File: src/rtl/fetch_queue_ctrl.sv
// fetch_queue_ctrl: credit-based in-order fetch sequencer feeding the instruction FIFO, with redirect flush/drain
module fetch_queue_ctrl #(
  parameter int AddrWidth = 64,
  parameter int InstWidth = 32,
  parameter int FifoDepth = 4,
  parameter int MaxOutstanding = 2,
  parameter logic [AddrWidth-1:0] ResetPc = AddrWidth'(64'h8000_0000)
) (
  input  logic                           Clk,
  input  logic                           Rst,
  input  logic                           Jump,
  input  logic [AddrWidth-1:0]           JumpPc,
  output logic                           ReqValid,
  input  logic                           ReqReady,
  output logic [AddrWidth-1:0]           ReqAddr,
  input  logic                           RespValid,
  input  logic [InstWidth-1:0]           RespData,
  input  logic                           DecRInc,
  output logic [AddrWidth+InstWidth-1:0] FifoWData,
  output logic                           FifoWInc,
  output logic                           FifoRInc,
  output logic                           FifoJump,
  output logic [$clog2(FifoDepth+1)-1:0] Count
);
  localparam int CW = $clog2(FifoDepth+1);
  localparam int OW = $clog2(MaxOutstanding+1);
  typedef enum logic [1:0] {IDLE, FETCH, DRAIN} state_e;
  state_e state_q, state_d;
  logic [AddrWidth-1:0] req_pc_q, req_pc_d, resp_pc_q, resp_pc_d, jump_pc;
  logic [CW-1:0] count_q, count_d;
  logic [OW-1:0] outstanding_q, outstanding_d, drop_cnt_q, drop_cnt_d, drop_jump;
  logic jmp, resp_live, wr, rd, req_valid, issue;
  always_comb begin
    jmp = Jump & Rst;
    jump_pc = JumpPc & ~AddrWidth'(3);
    // a response with nothing issued or awaiting drop is a protocol error and is ignored
    resp_live = RespValid & ((outstanding_q != '0) | (drop_cnt_q != '0));
    wr = Rst & ~Jump & RespValid & (state_q == FETCH) & (outstanding_q != '0);
    rd = Rst & ~Jump & DecRInc & (count_q != '0);
    req_valid = Rst & ~Jump & (state_q == FETCH)
              & (32'(count_q) + 32'(outstanding_q) < 32'(FifoDepth))
              & (32'(outstanding_q) < 32'(MaxOutstanding));
    issue = req_valid & ReqReady;
    drop_jump = drop_cnt_q + outstanding_q - OW'(resp_live);
    req_pc_d = jmp ? jump_pc : issue ? req_pc_q + AddrWidth'(4) : req_pc_q;
    resp_pc_d = jmp ? jump_pc : wr ? resp_pc_q + AddrWidth'(4) : resp_pc_q;
    count_d = jmp ? '0 : count_q + CW'(wr) - CW'(rd);
    outstanding_d = jmp ? '0 : outstanding_q + OW'(issue) - OW'(wr);
    drop_cnt_d = jmp ? drop_jump
               : (state_q == DRAIN && RespValid && drop_cnt_q != '0) ? drop_cnt_q - OW'(1)
               : drop_cnt_q;
    state_d = jmp ? (drop_jump != '0 ? DRAIN : FETCH)
            : state_q == IDLE ? FETCH
            : (state_q == DRAIN && (drop_cnt_q == '0 || (drop_cnt_q == OW'(1) && RespValid))) ? FETCH
            : state_q;
  end
  always_ff @(posedge Clk) begin
    if (!Rst) begin
      state_q <= IDLE;
      req_pc_q <= ResetPc;
      resp_pc_q <= ResetPc;
      count_q <= '0;
      outstanding_q <= '0;
      drop_cnt_q <= '0;
    end else begin
      state_q <= state_d;
      req_pc_q <= req_pc_d;
      resp_pc_q <= resp_pc_d;
      count_q <= count_d;
      outstanding_q <= outstanding_d;
      drop_cnt_q <= drop_cnt_d;
    end
  end
  assign ReqValid = req_valid;
  assign ReqAddr = req_pc_q;
  assign FifoWData = {resp_pc_q, RespData};
  assign FifoWInc = wr;
  assign FifoRInc = rd;
  assign FifoJump = jmp;
  assign Count = count_q;
  a_limits: assert property (@(posedge Clk) disable iff (!Rst)
    count_q <= CW'(FifoDepth) && outstanding_q <= OW'(MaxOutstanding) && drop_cnt_q <= OW'(MaxOutstanding));
endmodule

File: config.mk
export PLATFORM = sky130hd
export DESIGN_NAME = fetch_queue_ctrl
export DESIGN_NICKNAME = d
export VERILOG_FILES = /design/src/rtl/fetch_queue_ctrl.sv
export SDC_FILE = /design/constraint.sdc
export NUM_CORES = 1
export LEC_CHECK = 0
export ABC_CLOCK_PERIOD_IN_PS = 3700
export CAP_MARGIN = 20
export CORE_ASPECT_RATIO = 0.75
export CORE_MARGIN = 5
export CORE_UTILIZATION = 45
export CTS_CLUSTER_DIAMETER = 120
export DETAILED_ROUTE_END_ITERATION = 8
export PLACE_DENSITY = 0.82
export SLEW_MARGIN = 5
export SYNTH_ARGS = -nofsm -noshare
export SYNTH_HDL_FRONTEND = slang
export SYNTH_SLANG_ARGS = --single-unit
File: constraint.sdc
create_clock -name Clk -period 3.7 [get_ports Clk]
set_clock_uncertainty 0.1 [all_clocks]
set_input_delay 0.37 -clock Clk [delete_from_list [all_inputs] [get_ports Clk]]
set_output_delay 0.37 -clock Clk [all_outputs]
set_load 0.01 [all_outputs]
### Word level (Yosys, flattened, before mapping)

Cells that the tools add are included.

| operators by class | value |
|---|---|
| add/sub/neg operators | 10 |
| order comparisons | 2 |
| eq/ne operators | 3 |
| multiplexer cells | 10 |
| bitwise gates (word level) | 15 |
| reduce and logical (&&, ||, !) cells | 16 |

Operators with widths:

| kind | count |
|---|---|
| $mux W64 | 4 |
| $add A64 B3 Y64 const B | 2 |
| $and A1 B1 Y1 | 12 |
| $mux W2 | 6 |
| $reduce_bool A2 Y1 | 6 |
| $reduce_bool A3 Y1 | 2 |
| $add A3 B2 Y4 | 1 |
| $eq A2 B1 Y1 const B | 2 |
| $logic_and A1 B1 Y1 | 4 |
| $logic_not A2 Y1 | 2 |
| $lt A4 B3 Y1 const B | 1 |
| $sub A2 B1 Y2 | 2 |
| $add A3 B1 Y3 | 1 |
| $sub A3 B1 Y3 | 1 |
| $add A2 B1 Y2 | 1 |
| $add A2 B2 Y2 | 1 |
| $eq A2 B2 Y1 const B | 1 |
| $lt A2 B2 Y1 const B | 1 |
| $not A1 Y1 | 2 |
| $reduce_or A2 Y1 | 1 |
| $sub A2 B1 Y2 const B | 1 |
| $logic_or A1 B1 Y1 | 1 |
| $or A1 B1 Y1 | 1 |

| word-level totals | value |
|---|---|
| flip-flop bits (word level) | 137 |
| input bits | 102 |
| output and inout port bits | 167 |
| logic and storage cells | 64 |

### Longest topological paths before layout

Gate-level depths: netlist (run 1).

| logic depth | value |
|---|---|
| word-level depth | 8 |
| mapped depth | 11 |

### Worst setup path after synthesis (run 1)

Ideal clock, no wire load.

| timing path | value |
|---|---|
| path type | register to register |
| start | register count_q[1], in the netlist Count[1] |
| end | register outstanding_q[1] |
| library setup time | 0.121 ns |
| data arrival time | 2.410 ns |
| required time | 3.479 ns |
| slack | 1.069 ns |
| stages on the path, launching flop included | 12 |
| path buffers | 1 |
| period minus slack after synthesis | 2.631 ns |
| path through | dfxtp_1 -> ha_1 -> a311oi_1 -> and2_1 -> clkbuf_1 -> nand2_1 -> ha_1 -> inv_1 -> ha_1 -> xor2_1 -> xnor2_1 -> nor2_1 |

| between the ends | value |
|---|---|
| longest elaborated chain between the ends | 7 |

RTL lines:

| what | RTL line | text |
|---|---|---|
| start, declared | 30 | `logic [CW-1:0] count_q, count_d;` |
| start signal, assigned | 69 | `count_q <= count_d;` |
| $add A3 B2 Y4 | 41 | `& (32'(count_q) + 32'(outstanding_q) < 32'(FifoDepth))` |
| $lt A4 B3 Y1 | 41 |  |
| $and A1 B1 Y1 | 41 |  |
| $and A1 B1 Y1 | 42 | `& (32'(outstanding_q) < 32'(MaxOutstanding));` |
| $and A1 B1 Y1 | 43 | `issue = req_valid & ReqReady;` |
| $add A2 B1 Y2 | 48 | `outstanding_d = jmp ? '0 : outstanding_q + OW'(issue) - OW'(wr);` |
| $sub A2 B1 Y2 | 48 |  |
| end signal, assigned | 70 | `outstanding_q <= outstanding_d;` |
| end, declared | 31 | `logic [OW-1:0] outstanding_q, outstanding_d, drop_cnt_q, drop_cnt_d, drop_jump;` |

Every way passes these cells.
A chain may end at the register's enable or synchronous reset.

### Final worst setup path (run 1)

| timing path | value |
|---|---|
| start | register outstanding_q[1] |
| end | output ReqValid |

| between the ends | value |
|---|---|
| longest elaborated chain between the ends | 4 |

RTL lines:

| what | RTL line | text |
|---|---|---|
| $add A3 B2 Y4 | 41 |  |
| $lt A4 B3 Y1 | 41 |  |
| $and A1 B1 Y1 | 41 |  |
| $and A1 B1 Y1 (*) | 42 |  |
| end, declared | 13 | `output logic ReqValid,` |

Mark *: on every way between the ends. The rest lies on a longest branch, timed or not.

==> load_flow_metrics.sql, run 1 <==
INSERT INTO impl_metrics (metric_group, metric, value, unit) VALUES
('power', 'clock_power_share', '46.5', '%'),
('sta', 'layout_min_cycle_time', '3.475', 'ns'),
('layout', 'final_common_cell', 'sky130_fd_sc_hd__clkdlybuf4s50_1', ''),
('sta', 'setup_viol', '0', ''),
('global_route', 'first_global_vias', '7154', ''),
('route', 'viasPerCell', '6.002', ''),
('worst_setup_path', 'worst_path_maximum_fanout', '8', ''),
('clocking', 'tritoncts.num_buffers', '17', ''),
('placement', 'place_congestion', '0.9321', ''),
('clocking', 'cts.repair.resized', '0', ''),
('synthesis', 'register_bit_total_from_synthesis', '133', ''),
('sta', 'period_share', '93.93', '%'),
('synthesis', 'post_synth_main_area_contributors', 'sky130_fd_sc_hd__dfxtp_1 36%, sky130_fd_sc_hd__a21oi_1 6.9%, sky130_fd_sc_hd__xor2_1 6.4%', ''),
('route', 'route.vias.total', '7802', ''),
('layout', 'ratio_of_cells_with_drive_above_1_in_the_final_layout', '6.061', '%'),
('clocking', 'clk_path_buf_depth', '2', ''),
('worst_setup_path', 'cp_slowest_cell', 'sky130_fd_sc_hd__dfxtp_1', ''),
('power', 'power_leakage', '3.403', 'nW'),
('global_route', 'maximum_number_of_pins_on_one_net_before_global_route_repair', '58', ''),
('worst_setup_path', 'criticalPathCategory', 'reg2out', ''),
('synthesis', 'synthDistinctLibCells', '54', ''),
('sta', 'rsz0062_at_grt', 'false', ''),
('global_route', 'first_pass_grt_wire_length', '40.80', 'mm'),
('synthesis', 'synth_edf_count', '0', ''),
('route', 'dr.pass1.iters', '6', ''),
('placement', 'detailed_place.area', '0.009351', 'mm2'),
('worst_setup_path', 'worstPathArrival', '3.01', 'ns'),
('synthesis', 'netlist_instances', '913', ''),
('route', 'drt_iter0_markers', '1114', ''),
('die', 'design.portCount', '269', ''),
('route', 'wl_per_cell', '20.75', 'um'),
('die', 'die_height', '120.9', 'um'),
('power', 'intPower', '0.003072', 'W'),
('outcome', 'run_status', 'finished, final reports clean', ''),
('placement', 'placed_cells', '1267', ''),
('sta', 'clock.fmax', '287.7', 'MHz'),
('sta', 'hold_viol', '0', ''),
('clocking', 'clock_latency', '0.43', 'ns'),
('layout', 'post_route_non_filler_standard_cell_count', '1300', ''),
('clocking', 'cts.clk_slew.worst_paths', '0.06', 'ns'),
('global_route', 'grt_antenna_before_repair', '0', ''),
('power', 'p_total', '0.004181', 'W'),
('power', 'irDropWorstVdd', '0.0002490', 'V'),
('worst_setup_path', 'crit_path_start', 'outstanding_q[1]$_SDFF_PP0_', ''),
('clocking', 'cts-root-buf', 'sky130_fd_sc_hd__clkbuf_16', ''),
('worst_setup_path', 'cp-start-kind', 'flip-flop', ''),
('layout', 'multi_input_comb_area', '0.004223', 'mm2'),
('power', 'p_switching', '0.001108', 'W'),
('clocking', 'number_of_levels_the_h_tree_was_split_into', '4', ''),
('die', 'floorplan.core_area', '0.01607', 'mm2'),
('hold_path', 'min_path_type', 'in2reg', ''),
('worst_setup_path', 'reg2reg_from', 'resp_pc_q[2]$_SDFFE_PN0P_', ''),
('route', 'final_antenna_net_count', '0', ''),
('die', 'die_w', '157.8', 'um'),
('synthesis', 'seq_total_area_yosys', '36.09', '%'),
('layout', 'area_delta_synth_final', '35.89', '%'),
('synthesis', 'async_reset_ff_share', '0', '%'),
('synthesis', 'post_synth.cell_area_avg', '8.080', 'um2'),
('route', 'remaining_drc_errors', '0', ''),
('die', 'placementRows', '40', ''),
('sta', 'fin_setup_tns', '0', 'ns'),
('power', 'switching_share', '26.51', '%'),
('worst_setup_path', 'cp.required', '3.23', 'ns'),
('die', 'initial_core_util', '45.92', '%'),
('synthesis', 'synth_top_flop_cell', 'sky130_fd_sc_hd__dfxtp_1', ''),
('synthesis', 'synth_area', '0.007377', 'mm2'),
('clocking', 'post_cts_buffers', '0', ''),
('power', 'power.combinational.fraction', '13.9', '%'),
('worst_setup_path', 'critPathMaxStageDelay', '0.56', 'ns'),
('synthesis', 'synth.largest_area_cell', 'sky130_fd_sc_hd__dfxtp_1', ''),
('synthesis', 'synth.yosys.warnings', '0', '');
-- layer usage --
layer / global-route usage [%] / vias to the layer above / part of all wire [%]
li1: - / 3594 / -
met3: 8.520 / 49 / 12
met1: 40.40 / 3671 / 44
met5: 0 / - / 0
met4: 5.696 / 0 / 1.2
met2: 39.43 / 488 / 43
-- metrics by stage --
step	util, %	hold WS, ns	setup WS (ns)
global placement	58.21	0.4144	0.2901
detailed placement	58.21	0.4308	0.2356
CTS	62.38	0.3809	0.2609
global route	62.38	0.4191	0.07401
finish	62.40	0.4256	0.2247
floorplan	-	0.3690	1.069
-- final cells by class --
class,count,area share (%)
Multi-Input combinational cell,689,42.12
Antenna cell,1,0.02496
Clock buffer,19,4.518
Sequential cell,133,26.56
Inverter,21,0.8113
Tap cell,210,2.621
Timing Repair Buffer,214,21.17
Clock inverter,13,2.172
-- Yosys cell counts (3+ instances only) --
| master | instances |
|---|---|
| sky130_fd_sc_hd__ha_1 | 11 |
| sky130_fd_sc_hd__nand3_1 | 60 |
| sky130_fd_sc_hd__clkbuf_1 | 35 |
| sky130_fd_sc_hd__a211oi_1 | 5 |
| sky130_fd_sc_hd__nor2_1 | 53 |
| sky130_fd_sc_hd__nor3_1 | 36 |
| sky130_fd_sc_hd__or4_1 | 5 |
| sky130_fd_sc_hd__xnor2_1 | 52 |
| sky130_fd_sc_hd__and4_1 | 10 |
| sky130_fd_sc_hd__xor2_1 | 54 |
| sky130_fd_sc_hd__nand2_1 | 70 |
| sky130_fd_sc_hd__buf_4 | 36 |
| sky130_fd_sc_hd__and2_1 | 7 |
| sky130_fd_sc_hd__inv_1 | 20 |
| sky130_fd_sc_hd__mux2i_1 | 5 |
| sky130_fd_sc_hd__a21oi_1 | 102 |
| sky130_fd_sc_hd__and4b_1 | 3 |
| sky130_fd_sc_hd__a211o_1 | 4 |
| sky130_fd_sc_hd__o211ai_1 | 6 |
| sky130_fd_sc_hd__or2_2 | 4 |
| sky130_fd_sc_hd__o311ai_0 | 3 |
| sky130_fd_sc_hd__dfxtp_1 | 133 |
| sky130_fd_sc_hd__nand4_1 | 48 |
| sky130_fd_sc_hd__and3_1 | 21 |
| sky130_fd_sc_hd__o21ai_0 | 63 |
| sky130_fd_sc_hd__nand2b_1 | 3 |
| sky130_fd_sc_hd__a31oi_1 | 10 |
| sky130_fd_sc_hd__nor4_1 | 18 |
-- power by group through the flow --
| stage | clock (W) | combinational (W) | sequential, W |
|---|---|---|---|
| after floorplan | 0 | 0.000229 | 0.00169 |
| after global placement | 0 | 0.000560 | 0.00168 |
| after detailed placement | 0 | 0.000567 | 0.00168 |
| after CTS | 0.00193 | 0.000574 | 0.00165 |
| after global routing | 0.00201 | 0.000616 | 0.00167 |
| final | 0.00194 | 0.000579 | 0.00166 |
-- cell families after synthesis --
logic type / count (synthesis) / share of synthesized area (%)
buffers and inverters: 94 / 6.818
xor gates and xnor gates: 106 / 12.58
adders and majority gates: 12 / 2.137
muxes: 6 / 0.8311
DFF: 133 / 36.09
other: 1 / 0.05083
and+or+nand+nor: 359 / 26.42
AOI/OAI and AO/OA: 202 / 15.06
-- state kept, by name (all words and copies together) (netlist names) --
name           cells
ReqAddr           62
resp_pc_q         62
Count              3
drop_cnt_q         2
outstanding_q      2
state_q            2
-- worst reg2reg max path: cells and delay by family, from the launching register on --
family	cells	cell delay [ns]
and+or+nand+nor	4	1.70
DFF	1	0.42
muxes	1	0.41
adders and majority gates	1	0.22
AOI/OAI and AO/OA	1	0.19
-- final timing paths --
kind / end / slack [ns] / cells past startpoint
min reg2reg: resp_pc_q[12]$_SDFFE_PN0P_ / 0.45 / 2
max reg2reg: resp_pc_q[60]$_SDFFE_PN0P_ / 0.59 / 7
min: ReqAddr[51]$_SDFFE_PN0P_ / 0.43 / 3
max: ReqValid / 0.22 / 5
Note: power is estimated with default switching activity, not from simulation.
==> inputs of run 2 (changes only) <==
--- a/config.mk
+++ b/config.mk
@@ -6,13 +6,13 @@
 export NUM_CORES = 1
 export LEC_CHECK = 0
 export ABC_CLOCK_PERIOD_IN_PS = 3700
-export CAP_MARGIN = 20
+export CAP_MARGIN = 10
 export CORE_ASPECT_RATIO = 0.75
 export CORE_MARGIN = 5
 export CORE_UTILIZATION = 45
 export CTS_CLUSTER_DIAMETER = 120
 export DETAILED_ROUTE_END_ITERATION = 8
-export PLACE_DENSITY = 0.82
+export PLACE_DENSITY = 0.92
 export SLEW_MARGIN = 5
 export SYNTH_ARGS = -nofsm -noshare
 export SYNTH_HDL_FRONTEND = slang
==> load_flow_metrics.sql, run 2 (synthesis gave the netlist of run 1 again) <==
INSERT INTO impl_metrics (metric_group, metric, value, unit) VALUES
('layout', 'layout.cells.most_common_list', '197 x sky130_fd_sc_hd__clkdlybuf4s50_1, 133 x sky130_fd_sc_hd__dfxtp_1, 102 x sky130_fd_sc_hd__a21oi_1, 70 x sky130_fd_sc_hd__nand2_1, 63 x sky130_fd_sc_hd__o21ai_0', ''),
('clocking', 'clock_latency', '0.43', 'ns'),
('worst_setup_path', 'critical_path.reg2reg.endpoint', 'ReqAddr[39]$_SDFFE_PN0P_', ''),
('power', 'p_total', '0.004028', 'W'),
('worst_setup_path', 'worstPathArrival', '2.95', 'ns'),
('clocking', 'post_cts_buffers', '0', ''),
('worst_setup_path', 'worst_path_dominant_cell_family', 'simple AND/OR/NAND/NOR gates', ''),
('clocking', 'clock_sink_count', '133', ''),
('clocking', 'cts-root-buf', 'sky130_fd_sc_hd__clkbuf_16', ''),
('layout', 'ratio_of_cells_with_drive_above_1_in_the_final_layout', '5.796', '%'),
('clocking', 'tritoncts.num_buffers', '17', ''),
('clocking', 'number_of_levels_the_h_tree_was_split_into', '4', ''),
('route', 'route.vias.total', '8000', ''),
('layout', 'n_antenna_cell', '0', ''),
('power', 'irDropWorstVdd', '0.0002767', 'V'),
('outcome', 'run_status', 'finished, final reports clean', ''),
('worst_setup_path', 'ff2ff_path_depth', '7', ''),
('global_route', 'global_route.usage.total', '28.11', '%'),
('worst_setup_path', 'cp_slowest_cell', 'sky130_fd_sc_hd__a311oi_1', ''),
('route', 'drt_iter0_markers', '1381', ''),
('sta', 'rsz0062_at_grt', 'false', ''),
('route', 'dr.max_layer_used', 'met5', ''),
('route', 'dr.pass1.iters', '6', ''),
('route', 'total_wirelength_of_the_detailed_routed_design', '27.84', 'mm'),
('layout', 'nNetsFinal', '1188', ''),
('worst_setup_path', 'cp-start-kind', 'flip-flop', ''),
('worst_setup_path', 'cp.required', '3.23', 'ns'),
('sta', 'maxSlewViolCount', '0', ''),
('clocking', 'cts_tree', 'done', ''),
('sta', 'layout_min_cycle_time', '3.424', 'ns'),
('sta', 'hold_viol', '0', ''),
('route', 'drt-met1-wl', '11.24', 'mm'),
('route', 'route.met2.wl', '11.74', 'mm'),
('sta', 'clock.fmax', '292.1', 'MHz'),
('worst_setup_path', 'regToRegSetupSlack', '0.44', 'ns'),
('clocking', 'cts.clk_slew.worst_paths', '0.06', 'ns'),
('layout', 'area_delta_synth_final', '34.89', '%'),
('route', 'viasPerCell', '6.168', ''),
('worst_setup_path', 'worstPathBufferInverterCount', '1', ''),
('clocking', 'clk_path_buf_depth', '2', ''),
('worst_setup_path', 'crit_path_start', 'outstanding_q[1]$_SDFF_PP0_', ''),
('clocking', 'cts.repair.resized', '0', ''),
('placement', 'place_congestion', '0.9474', ''),
('worst_setup_path', 'reg2reg_from', 'outstanding_q[1]$_SDFF_PP0_', ''),
('die', 'floorplan.core_area', '0.01607', 'mm2'),
('die', 'initial_core_util', '45.92', '%'),
('route', 'final_antenna_net_count', '0', ''),
('global_route', 'grt_antenna_before_repair', '2', ''),
('sta', 'max_slew_margin', '43.83', '%'),
('sta', 'setup_viol', '0', ''),
('placement', 'dp_hpwl', '20.16', 'mm'),
('global_route', 'first_global_vias', '7508', ''),
('die', 'die_height', '120.9', 'um'),
('layout', 'filler_cell_count', '1307', ''),
('worst_setup_path', 'critPathMaxStageDelay', '0.55', 'ns'),
('worst_setup_path', 'criticalPathCategory', 'reg2out', ''),
('route', 'remaining_drc_errors', '0', ''),
('sta', 'fin_setup_tns', '0', 'ns'),
('worst_setup_path', 'crit_end_category', 'primary output', ''),
('worst_setup_path', 'worst_path_maximum_fanout', '8', ''),
('sta', 'worst_slew_pin_slew', '0.8348', 'ns'),
('route', 'met3_wirelength_from_detailed_routing', '3.848', 'mm'),
('route', 'wl_per_cell', '21.47', 'um'),
('power', 'power_leakage', '3.355', 'nW'),
('worst_setup_path', 'critical_path.cell_chain', 'ha_1 > a311oi_1 > and2_1 > nor2b_1 > clkdlybuf4s50_1', ''),
('global_route', 'first_pass_grt_wire_length', '41.72', 'mm'),
('hold_path', 'min_path_type', 'in2reg', ''),
('sta', 'period_share', '92.54', '%'),
('die', 'design.die.area', '0.01908', 'mm2'),
('global_route', 'globalRouteOverflowTotal', '0', ''),
('clocking', 'post_cts_hold_buffer_count', '0', ''),
('global_route', 'maximum_number_of_pins_on_one_net_before_global_route_repair', '52', ''),
('power', 'power_density', '404.8', 'mW/mm2'),
('die', 'design.portCount', '269', ''),
('placement', 'portBuffers', '198', ''),
('worst_setup_path', 'worstSetupEndpoint', 'ReqValid', ''),
('job', 'max_cap_violations', '0', ''),
('worst_setup_path', 'number_of_gates_on_the_worst_path_with_buffers_counted', '5', ''),
('die', 'placementRows', '40', ''),
('die', 'die_w', '157.8', 'um'),
('layout', 'final_common_cell', 'sky130_fd_sc_hd__clkdlybuf4s50_1', '');
[run 2: cell types whose count changed in the layout (fill, tap and decap cells not counted), sizes merged]
| cell | previous run | this run |
|---|---|---|
| buf | 17 | 15 |
| bufinv | 5 | 3 |
| diode | 1 | 0 |
| clkinvlp | 2 | 5 |
| clkinv | 4 | 3 |
[run 2: power by group]
part | switching (W) | internal, W
clock network | 0.000699 | 0.00108
registers | 0.000138 | 0.00152
logic | 0.000277 | 0.000305
total | 0.00111 | 0.00291
[run 2: how the worst min path moves through the flow]
stage | startpoint | endpoint | cells past startpoint
3_3_place_gp | resp_pc_q[12]$_SDFFE_PN0P_ | resp_pc_q[12]$_SDFFE_PN0P_ | 2
5_1_grt | Rst | resp_pc_q[50]$_SDFFE_PN0P_ | 3
2_1_floorplan | JumpPc[52] | resp_pc_q[52]$_SDFFE_PN0P_ | 2
4_1_cts | Rst | resp_pc_q[50]$_SDFFE_PN0P_ | 3
6_report | Rst | resp_pc_q[50]$_SDFFE_PN0P_ | 3
3_5_place_dp | resp_pc_q[12]$_SDFFE_PN0P_ | resp_pc_q[12]$_SDFFE_PN0P_ | 2
[run 2: final cells by class]
type,count,area [um2],share of cell area (%)
Multi-Input combinational cell,689,4223,42.44
Sequential cell,133,2663,26.76
Timing Repair Buffer,212,2107,21.17
Clock buffer,19,442.9,4.451
Tap cell,210,262.8,2.641
Clock inverter,13,171.4,1.723
Inverter,21,81.33,0.8173
[run 2: routing by layer]
| layer | global-route usage, % | vias to the layer above |
|---|---|---|
| li1 | - | 3605 |
| met1 | 38.11 | 3734 |
| met2 | 39.88 | 563 |
| met3 | 11.48 | 94 |
| met4 | 10.48 | 4 |
| met5 | 0 | - |
[run 2: worst min-delay path, stage by stage]
cell                      delay (ns)
sky130_fd_sc_hd__buf_2          0.22
sky130_fd_sc_hd__o21ai_0        0.20
sky130_fd_sc_hd__a21oi_1        0.06
[run 2: through the flow]
step	area [um2]	hold slack (ns)	utilization [%]	setup WS, ns	cells
finish	9951	0.3754	61.94	0.2761	1297
floorplan	7388	0.3690	-	1.069	916
detailed placement	9336	0.4388	58.12	0.5347	1265
global route	9951	0.4373	61.94	0.05576	1297
global placement	9336	0.4142	58.12	0.5364	1265
CTS	9951	0.3493	61.94	0.3221	1297
